[src/rtl/pred_weighted_sum.sv]
// pred_weighted_sum: angular/planar weighted-sum sample generator.
// Captures one 4x4 sub-block and emits it one row per output handshake.
module pred_weighted_sum #(
  parameter int BIT_DEPTH = 8,
  parameter int W_WIDTH   = 8
) (
  input  logic                     clk,
  input  logic                     rst_n,
  input  logic                     in_valid,
  output logic                     in_ready,
  input  logic                     angle_or_planar,
  input  logic [2:0]               log2_size,
  input  logic [16*W_WIDTH-1:0]    w1_bus,
  input  logic [16*W_WIDTH-1:0]    w2_bus,
  input  logic [16*BIT_DEPTH-1:0]  ref_a_bus,
  input  logic [16*BIT_DEPTH-1:0]  ref_b_bus,
  input  logic [BIT_DEPTH-1:0]     top_right,
  input  logic [BIT_DEPTH-1:0]     bottom_left,
  output logic                     out_valid,
  input  logic                     out_ready,
  output logic [4*BIT_DEPTH-1:0]   pred_row,
  output logic [1:0]               row_idx,
  output logic                     blk_last
);

  localparam int PB = W_WIDTH + BIT_DEPTH;
  localparam int AW = PB + 2;
  localparam int PW = PB + 4;
  localparam logic [BIT_DEPTH-1:0] MAXV = '1;

  typedef enum logic {IDLE, BUSY} state_e;

  state_e state_q, state_d;
  logic   rdy_q;
  logic   cap;
  logic   mode_q;
  logic [2:0] lg_q, lg_eff;
  logic [16*W_WIDTH-1:0]   w1_q, w2_q;
  logic [16*BIT_DEPTH-1:0] ra_q, rb_q;
  logic [BIT_DEPTH-1:0]    tr_q, bl_q;
  logic vld_q, vld_d;
  logic last_q, last_d;
  logic [1:0] row_q, row_d, sel;
  logic [4*BIT_DEPTH-1:0] pred_q, pred_d, row_nxt;

  function automatic logic [PB-1:0] mul(
    input logic [W_WIDTH-1:0]   w,
    input logic [BIT_DEPTH-1:0] s
  );
    return {{BIT_DEPTH{1'b0}}, w} * {{W_WIDTH{1'b0}}, s};
  endfunction

  function automatic logic [BIT_DEPTH-1:0] calc(
    input logic                 ang,
    input logic [2:0]           lg,
    input logic [W_WIDTH-1:0]   w1,
    input logic [W_WIDTH-1:0]   w2,
    input logic [BIT_DEPTH-1:0] a,
    input logic [BIT_DEPTH-1:0] b,
    input logic [BIT_DEPTH-1:0] tr,
    input logic [BIT_DEPTH-1:0] bl
  );
    logic [W_WIDTH-1:0]      n, f1, f2;
    logic signed [W_WIDTH:0] d1, d2;
    logic [AW-1:0]           acc_a;
    logic [PW-1:0]           acc_p, res;
    logic [2:0]              sh;
    n  = W_WIDTH'(1) << lg;
    d1 = $signed({1'b0, n}) - $signed({1'b0, w1});
    d2 = $signed({1'b0, n}) - $signed({1'b0, w2});
    // negative planar factors clamp to zero instead of wrapping
    f1 = d1[W_WIDTH] ? '0 : d1[W_WIDTH-1:0];
    f2 = d2[W_WIDTH] ? '0 : d2[W_WIDTH-1:0];
    sh = lg + 3'd1;
    acc_a = AW'(mul(w1, a)) + AW'(mul(w2, b)) + AW'(16);
    acc_p = PW'(mul(f1, a)) + PW'(mul(w1, tr))
          + PW'(mul(f2, b)) + PW'(mul(w2, bl)) + PW'(n);
    if (ang) res = PW'(acc_a >> 5);
    else     res = acc_p >> sh;
    return (res > PW'(MAXV)) ? MAXV : res[BIT_DEPTH-1:0];
  endfunction

  assign lg_eff = (lg_q >= 3'd2 && lg_q <= 3'd5) ? lg_q : 3'd2;
  assign sel    = vld_q ? row_q + 2'd1 : 2'd0;

  always_comb begin
    row_nxt = '0;
    for (int c = 0; c < 4; c++) begin
      int i;
      i = 4 * int'(sel) + c;
      row_nxt[c*BIT_DEPTH +: BIT_DEPTH] = calc(
        mode_q, lg_eff,
        w1_q[i*W_WIDTH +: W_WIDTH], w2_q[i*W_WIDTH +: W_WIDTH],
        ra_q[i*BIT_DEPTH +: BIT_DEPTH], rb_q[i*BIT_DEPTH +: BIT_DEPTH],
        tr_q, bl_q);
    end
  end

  always_comb begin
    state_d = state_q;
    vld_d   = vld_q;
    row_d   = row_q;
    pred_d  = pred_q;
    last_d  = last_q;
    cap     = 1'b0;
    unique case (state_q)
      IDLE: begin
        if (in_valid && rdy_q) begin
          cap     = 1'b1;
          row_d   = 2'd0;
          state_d = BUSY;
        end
      end
      BUSY: begin
        if (!vld_q) begin
          vld_d  = 1'b1;
          row_d  = 2'd0;
          pred_d = row_nxt;
          last_d = 1'b0;
        end else if (out_ready) begin
          if (row_q == 2'd3) begin
            vld_d   = 1'b0;
            last_d  = 1'b0;
            state_d = IDLE;
          end else begin
            row_d  = sel;
            pred_d = row_nxt;
            last_d = (sel == 2'd3);
          end
        end
      end
      default: state_d = IDLE;
    endcase
  end

  always_ff @(posedge clk or negedge rst_n) begin
    if (!rst_n) begin
      state_q <= IDLE;
      rdy_q   <= 1'b0;
      vld_q   <= 1'b0;
      last_q  <= 1'b0;
      row_q   <= '0;
      pred_q  <= '0;
      mode_q  <= 1'b0;
      lg_q    <= '0;
      w1_q    <= '0;
      w2_q    <= '0;
      ra_q    <= '0;
      rb_q    <= '0;
      tr_q    <= '0;
      bl_q    <= '0;
    end else begin
      state_q <= state_d;
      rdy_q   <= 1'b1;
      vld_q   <= vld_d;
      last_q  <= last_d;
      row_q   <= row_d;
      pred_q  <= pred_d;
      if (cap) begin
        mode_q <= angle_or_planar;
        lg_q   <= log2_size;
        w1_q   <= w1_bus;
        w2_q   <= w2_bus;
        ra_q   <= ref_a_bus;
        rb_q   <= ref_b_bus;
        tr_q   <= top_right;
        bl_q   <= bottom_left;
      end
    end
  end

  assign in_ready  = rdy_q && (state_q == IDLE);
  assign out_valid = vld_q;
  assign pred_row  = pred_q;
  assign row_idx   = row_q;
  assign blk_last  = last_q;

endmodule

[config.mk]
export PLATFORM = sky130hd
export DESIGN_NAME = pred_weighted_sum
export DESIGN_NICKNAME = d
export VERILOG_FILES = /design/src/rtl/pred_weighted_sum.sv
export SDC_FILE = /design/constraint.sdc
export NUM_CORES = 2
export LEC_CHECK = 0
export ABC_AREA = 1
export BUFFER_PORTS_ARGS = -buffer_cell sky130_fd_sc_hd__buf_4
export CELL_PAD_IN_SITES_DETAIL_PLACEMENT = 1
export CELL_PAD_IN_SITES_GLOBAL_PLACEMENT = 2
export CORE_MARGIN = 2
export CORE_UTILIZATION = 35
export DETAILED_ROUTE_END_ITERATION = 12
export HOLD_SLACK_MARGIN = 0.02
export PLACE_DENSITY = 0.73
export SLEW_MARGIN = 20
export SYNTH_ARGS = -nofsm -noshare
export SYNTH_HDL_FRONTEND = slang
export SYNTH_SLANG_ARGS = --single-unit
[constraint.sdc]
create_clock -name clk -period 12.7 [get_ports clk]
set_input_delay 0.635 -clock clk [delete_from_list [all_inputs] [get_ports clk]]
set_output_delay 0.635 -clock clk [all_outputs]
set_load 0.03 [all_outputs]
# After elaboration in Yosys (flattened, before gate mapping)
# Cells that the tools add are included.
[op_classes]
add_sub_neg = 37
mul = 24
magnitude_cmp = 6
eq_ne = 7
n_shift = 21
muxes = 35
bitwise = 1
n_reduce_logical = 6
[op_table]
columns = ["cell", "n"]
rows = [
  ["$shiftx A128 B9 Y8", 12],
  ["$shiftx A128 B8 Y8", 4],
  ["$mul A8 B8 Y16", 24],
  ["$add A16 B16 Y17", 8],
  ["$mux W32", 3],
  ["$mux W8", 12],
  ["$add A19 B8 Y20", 4],
  ["$gt A20 B8 Y1 const B", 4],
  ["$mux W20", 4],
  ["$shr A20 B3 Y20", 4],
  ["$add A18 B16 Y19", 4],
  ["$add A17 B16 Y18", 4],
  ["$add A17 B5 Y18 const B", 4],
  ["$sub A8 B8 Y9", 8],
  ["$add A4 B2 Y5 const B", 2],
  ["$mux W2", 5],
  ["$mux W1", 8],
  ["$shl A1 B3 Y8 const A", 1],
  ["$ne A2 B2 Y1 const B", 3],
  ["$ne A3 B3 Y1 const B", 2],
  ["$reduce_and A3 Y1", 2],
  ["$add A4 B1 Y5 const B", 1],
  ["$eq A2 B2 Y1 const B", 2],
  ["$pmux W2 S2", 1],
  ["other kinds (9)", 11],
]
[totals]
reg_bits = 570
in_bits = 536
out_inout_bits = 37
word_cells = 151

# Longest topological paths before layout
[logic_depth]
word_depth = 18
ltp_mapped = 66
depth_no_buf = 62

# Worst setup path before layout
# No wires, ideal clock.
[synth_timing]
kind = "register to register"
from = "reg lg_q[2]"
to = "reg pred_q[0] (netlist: pred_row[0])"
setup_time_ns = 0.073
arrival_ns = 10.026
t_required_ns = 12.627
slack_ns = 2.601
stages_incl_launch_ff = 56
path_buffers = 4
period_less_slack_ns = 10.099
path_cell_list = "dfrtp_1 ha_1 or2_1 buf_2 inv_2 buf_2 buf_2 buf_2 nor2_1 nand2_1 ha_1 inv_1 fa_1 nand2_1 inv_1 nor2_1 nor2_1 nor2_1 [20 not listed] fa_1 fa_1 inv_1 fa_1 inv_1 ha_1 a21oi_1 nand2_1 a21oi_1 xor2_1 o21ai_0 o21ai_0 nor2_1 nand2_1 nand2_1 nand2_1 nand2_4 a21oi_2"
[synth_via]
elab_chain_cells = 18
elab_cells_between_ends = 23
classes_between = "add/sub (7); mul (2); order compare (3); shift (2); mux (8); reduce/logical (1)"
[synth_lines]
columns = ["item", "line_no", "source"]
rows = [
  ["start, declared", "37", "logic [2:0] lg_q, lg_eff;"],
  ["start signal, assigned", "161", "lg_q <= log2_size;"],
  ["$ge A3 B2 Y1 / $le A3 B3 Y1 (equally long branches)", "83", "assign lg_eff = (lg_q >= 3'd2 && lg_q <= 3'd5) ? lg_q : 3'd2;"],
  ["$logic_and A1 B1 Y1", "83", ""],
  ["$mux W3 *", "83", ""],
  ["$shl A1 B3 Y8", "68", "n = W_WIDTH'(1) << lg;"],
  ["$sub A8 B8 Y9", "69", "d1 = $signed({1'b0, n}) - $signed({1'b0, w1});"],
  ["$mux W8", "72", "f1 = d1[W_WIDTH] ? '0 : d1[W_WIDTH-1:0];"],
  ["$mul A8 B8 Y16", "50", "return {{BIT_DEPTH{1'b0}}, w} * {{W_WIDTH{1'b0}}, s};"],
  ["$add A16 B16 Y17", "76", "acc_p = PW'(mul(f1, a)) + PW'(mul(w1, tr))"],
  ["[2 not listed]", "-", ""],
  ["$add A19 B8 Y20", "77", "+ PW'(mul(f2, b)) + PW'(mul(w2, bl)) + PW'(n);"],
  ["$shr A20 B3 Y20 *", "79", "else res = acc_p >> sh;"],
  ["$mux W20 *", "78", "if (ang) res = PW'(acc_a >> 5);"],
  ["$gt A20 B8 Y1", "80", "return (res > PW'(MAXV)) ? MAXV : res[BIT_DEPTH-1:0];"],
  ["$mux W8 *", "80", ""],
  ["$mux W32", "121", "if (row_q == 2'd3) begin"],
  ["$mux W32", "120", "end else if (out_ready) begin"],
  ["$mux W32 *", "115", "if (!vld_q) begin"],
  ["end signal, assigned", "158", "pred_q <= pred_d;"],
  ["end, declared", "44", "logic [4*BIT_DEPTH-1:0] pred_q, pred_d, row_nxt;"],
]
# Every way passes the cells marked *; elsewhere a longest branch is shown, timed or not. The select of a mux whose other input is x is not followed.
# A chain may end at the register's enable or synchronous reset.

# Worst setup path after layout
[layout_timing]
from = "reg row_q[0] (netlist: row_idx[0])"
to = "reg pred_q[16] (netlist: pred_row[16])"
[layout_via]
elab_chain_cells = 18
elab_cells_between_ends = 33
classes_between = "add/sub (10); mul (6); order compare (1); eq/ne (2); shift (5); mux (8); reduce/logical (1)"
[layout_lines]
columns = ["item", "line_no", "source"]
rows = [
  ["start, declared", "43", "logic [1:0] row_q, row_d, sel;"],
  ["start signal, assigned", "157", "row_q <= row_d;"],
  ["$add A2 B1 Y2", "84", "assign sel = vld_q ? row_q + 2'd1 : 2'd0;"],
  ["$mux W2", "84", ""],
  ["$add A4 B2 Y5", "90", "i = 4 * int'(sel) + c;"],
  ["$shiftx A128 B9 Y8", "93", "w1_q[i*W_WIDTH +: W_WIDTH], w2_q[i*W_WIDTH +: W_WIDTH],"],
  ["$sub A8 B8 Y9", "69", ""],
  ["$mux W8", "72", ""],
  ["$mul A8 B8 Y16", "50", ""],
  ["$add A16 B16 Y17", "76", ""],
  ["[2 not listed]", "-", ""],
  ["$add A19 B8 Y20", "77", ""],
  ["$shr A20 B3 Y20", "79", ""],
  ["$mux W20", "78", ""],
  ["$gt A20 B8 Y1", "80", ""],
  ["$mux W8", "80", ""],
  ["$mux W32", "121", ""],
  ["$mux W32", "120", ""],
  ["$mux W32", "115", ""],
]
# Parallel ways exist; a longest one is shown, timed or not. The select of a mux whose other input is x is not followed.

==> key figures <==
Detailed routing
  • Pre-antenna DRT Iters: 5
  • WL final: 367000 µm
  • Vias: ~70000
  • Via-to-Cell Ratio: about 5.1
  • DRT iter0 DRCs: 4488
  • Post-route ant nets: 0
  • DRC: 0
  • Drt wl/cell: 26.7 µm

Clock tree
  • Clk pin slew, worst setup/hold paths: around 0.060 ns
  • Root buffer cell: clkbuf_16
  • CTS tree: done
  • Post-CTS Setup Inserts: 0
  • H-tree depth: 3
  • Worst-Skew Late Latency: 0.74 ns
  • CTS buffer count: slightly above 70
  • CTS sink count: 570
  • Clock buffer depth: 3

Timing
  • Final setup viols: 0
  • WHS: 0.121 ns
  • Hold Violations, Final: 0
  • Minimum clock period: around 12 ns
  • Setup TNS: 0 ns
  • Maximum operating frequency: 86.3 MHz
  • RSZ-0062 raised after global routing: no
  • Final Slew Violations: 0
  • Layout Skew: 0.0506 ns
  • Slew @ Worst Pin: 1.14 ns
  • Max-slew headroom at the worst pin: between 20% and 30%
  • Fin crit share: 91.2%

Layout
  • Share of layout cells above drive strength 1: 14.6%
  • Final net count: 13200
  • Layout area overhead: 13.0%
  • Fillers: 28700

Die
  • Die width: 497 µm
  • Die area: roughly 250000 µm²
  • Chip Height: 497 µm
  • Core outline area: 243000 µm²
  • Core Rows: 181
  • Initial Util: a little over a third
  • IO Count: 573

Setup path
  • Worst EP required: 13.28 ns
  • Critical-path maximum fanout: 28
  • Worst path arrival time: 12.17 ns
  • Setup crit end kind: flip-flop
  • CP dominant cell by count: nor2_1
  • Crit Path Class: flip-flop to flip-flop
  • Max stage delay on crit path: between 0.6 and 0.7 ns
  • Critical-path top delay cell: fa_1
  • Type of origin of the critical path: flip-flop

Synthesis
  • Top FF cell, synth: dfrtp_1
  • Mapped cell area: ~85000 µm²
  • Mapped Cells: 9928
  • Mean cell area of the mapped netlist: 8.58 µm²
  • Cell taking the most area after synthesis: fa_1
  • Post-synth ARST share: 100%
  • FF+latch count, synth: 570
  • Count of different cell masters after synthesis: 58
  • Yosys warning total: 0
  • Number of flops mapped to enable cells by yosys: 0
  • Top cells by area, synth: fa_1 31%, dfrtp_1 17%, ha_1 13%
  • Sequential share of the synthesized area: 16.7%
  • Share of the synthesized area in the top cell type: 31.2%

Job
  • Max-cap violations: 0

Global route
  • Vias in the first global route: just under 80000
  • GRT Residual Overflow: 0
  • Total track usage: 29.9%
  • Initial antenna violation count: 38
  • First-pass GRT wire length: 539000 µm
  • Pin count of the biggest net entering global routing: 167

Placed design
  • IO buf count: 572
  • Final GP Congestion: around 0.95
  • Hpwl dp: slightly above 300000 µm

Worst hold path
  • HP Class: input port to flip-flop

Run status
  • Status: finished, final reports clean
-- per-layer routing --
layer | wire length (µm) | global-route usage (%)
met3 | 20800 | 4.72
met2 | 175000 | 50.2
met1 | 156000 | 38.6
met4 | 15600 | 11.2
met5 | 98 | 0
-- cells in the mapped netlist (94+ instances only) --
master    count
a21oi_1     243
buf_2        94
clkbuf_1    199
dfrtp_1     570
fa_1       1328
ha_1        869
inv_1      2263
mux2_2      477
nand2_1    1351
nand3_1     368
nor2_1     1542
o21ai_0     150
-- timing repair --
item	4_1_cts	5_1_grt
setup endpoints to repair	0	0
hold endpoints to repair	62	0
hold buffers	1	0
gates resized for setup	0	0
-- state kept, by name, indices dropped and copies added, names as in the netlist, 3 cells and up --
| signal | count |
|---|---|
| pred_row | 32 |
| tr_q | 8 |
| w1_q | 128 |
| rb_q | 128 |
| lg_q | 3 |
| w2_q | 128 |
| ra_q | 128 |
| bl_q | 8 |
-- placed cells by master (no fill, tap or decap), types with 12 or more instances in the layout --
cell type and instances:
ha_1 868, nand2_1 1349, o21ai_0 150, or2_2 19
buf_4 760, mux2_2 477, clkbuf_1 15, diode_2 23
dfrtp_1 563, o21bai_1 24, xnor2_1 20, clkbuf_16 72
xor2_1 21, clkbuf_8 14, a22o_1 56, a21oi_1 243
nor3_1 32, fa_1 1328, o211ai_1 12, a22oi_2 40
clkinv_1 13, nand2_2 21, nand3_1 368, inv_2 20
nor2_1 1538, a22oi_1 16, inv_1 2258, conb_1 13
a21oi_2 34, nand4_1 20
-- logic make-up (layout without fill, tap and decap cells) --
group	after synthesis	after routing	synth area share, %
compound gates	632	632	4.79
fa+ha+maj	2197	2197	44.0
mux	478	478	6.32
xor+xnor	41	41	0.422
buf+inv	2613	3189	11.7
other cells	2	36	0.00882
flops	570	570	16.7
simple gates	3395	3395	16.0
-- path summary, 6_finish.rpt --
| path | startpoint | to | slack (ns) | depth (start not counted) |
|---|---|---|---|---|
| worst min-delay path | w2_bus[83] | w2_q[83] | 0.12 | 2 |
| max in group asynchronous | rst_n | rb_q[123] | 9.89 | 4 |
| min in group asynchronous | rst_n | w2_q[27] | 0.48 | 2 |
| worst min register to register | rb_q[6] | rb_q[6] | 0.50 | 1 |
| worst max register to register | row_idx[0] | pred_row[16] | 1.12 | 50 |
| worst max-delay path | row_idx[0] | pred_row[16] | 1.12 | 50 |
-- final cells by class --
class	count	area, µm²	share of cell area, %
tap	3202	4010	4.16
sequential	570	14300	14.8
timing repair buffer	769	5860	6.09
inverter	2293	8610	8.95
clock buffer	101	2050	2.13
multi-input combinational	6756	61000	63.4
clock inverter	26	418	0.434
antenna	23	57.6	0.0598
-- metrics by stage --
step                      instance area (µm²)  setup slack, ns  util [%]  std cells
after global routing                    96300            0.404      39.7      13700
final                                   96300             1.12      39.7      13700
after global placement                  93700             1.39      38.6      13600
after detailed placement                93700             1.17      38.6      13600
after floorplan                         85200             2.60         -       9939
after CTS                               96200             1.13      39.7      13700
-- critical path: cells and delay by family, from the launching register on --
| family | cells | cell delay, ns |
|---|---|---|
| buffers and inverters | 8 | 1.20 |
| AO/OA/AOI/OAI | 4 | 0.58 |
| flip-flops | 1 | 0.51 |
| AND/OR/NAND/NOR | 26 | 3.43 |
| adder cells (fa/ha/maj) | 12 | 5.68 |
Power is left out: the tool's default activity adds up to more than one toggle a clock period on the data nets, which glitch-free logic cannot reach.
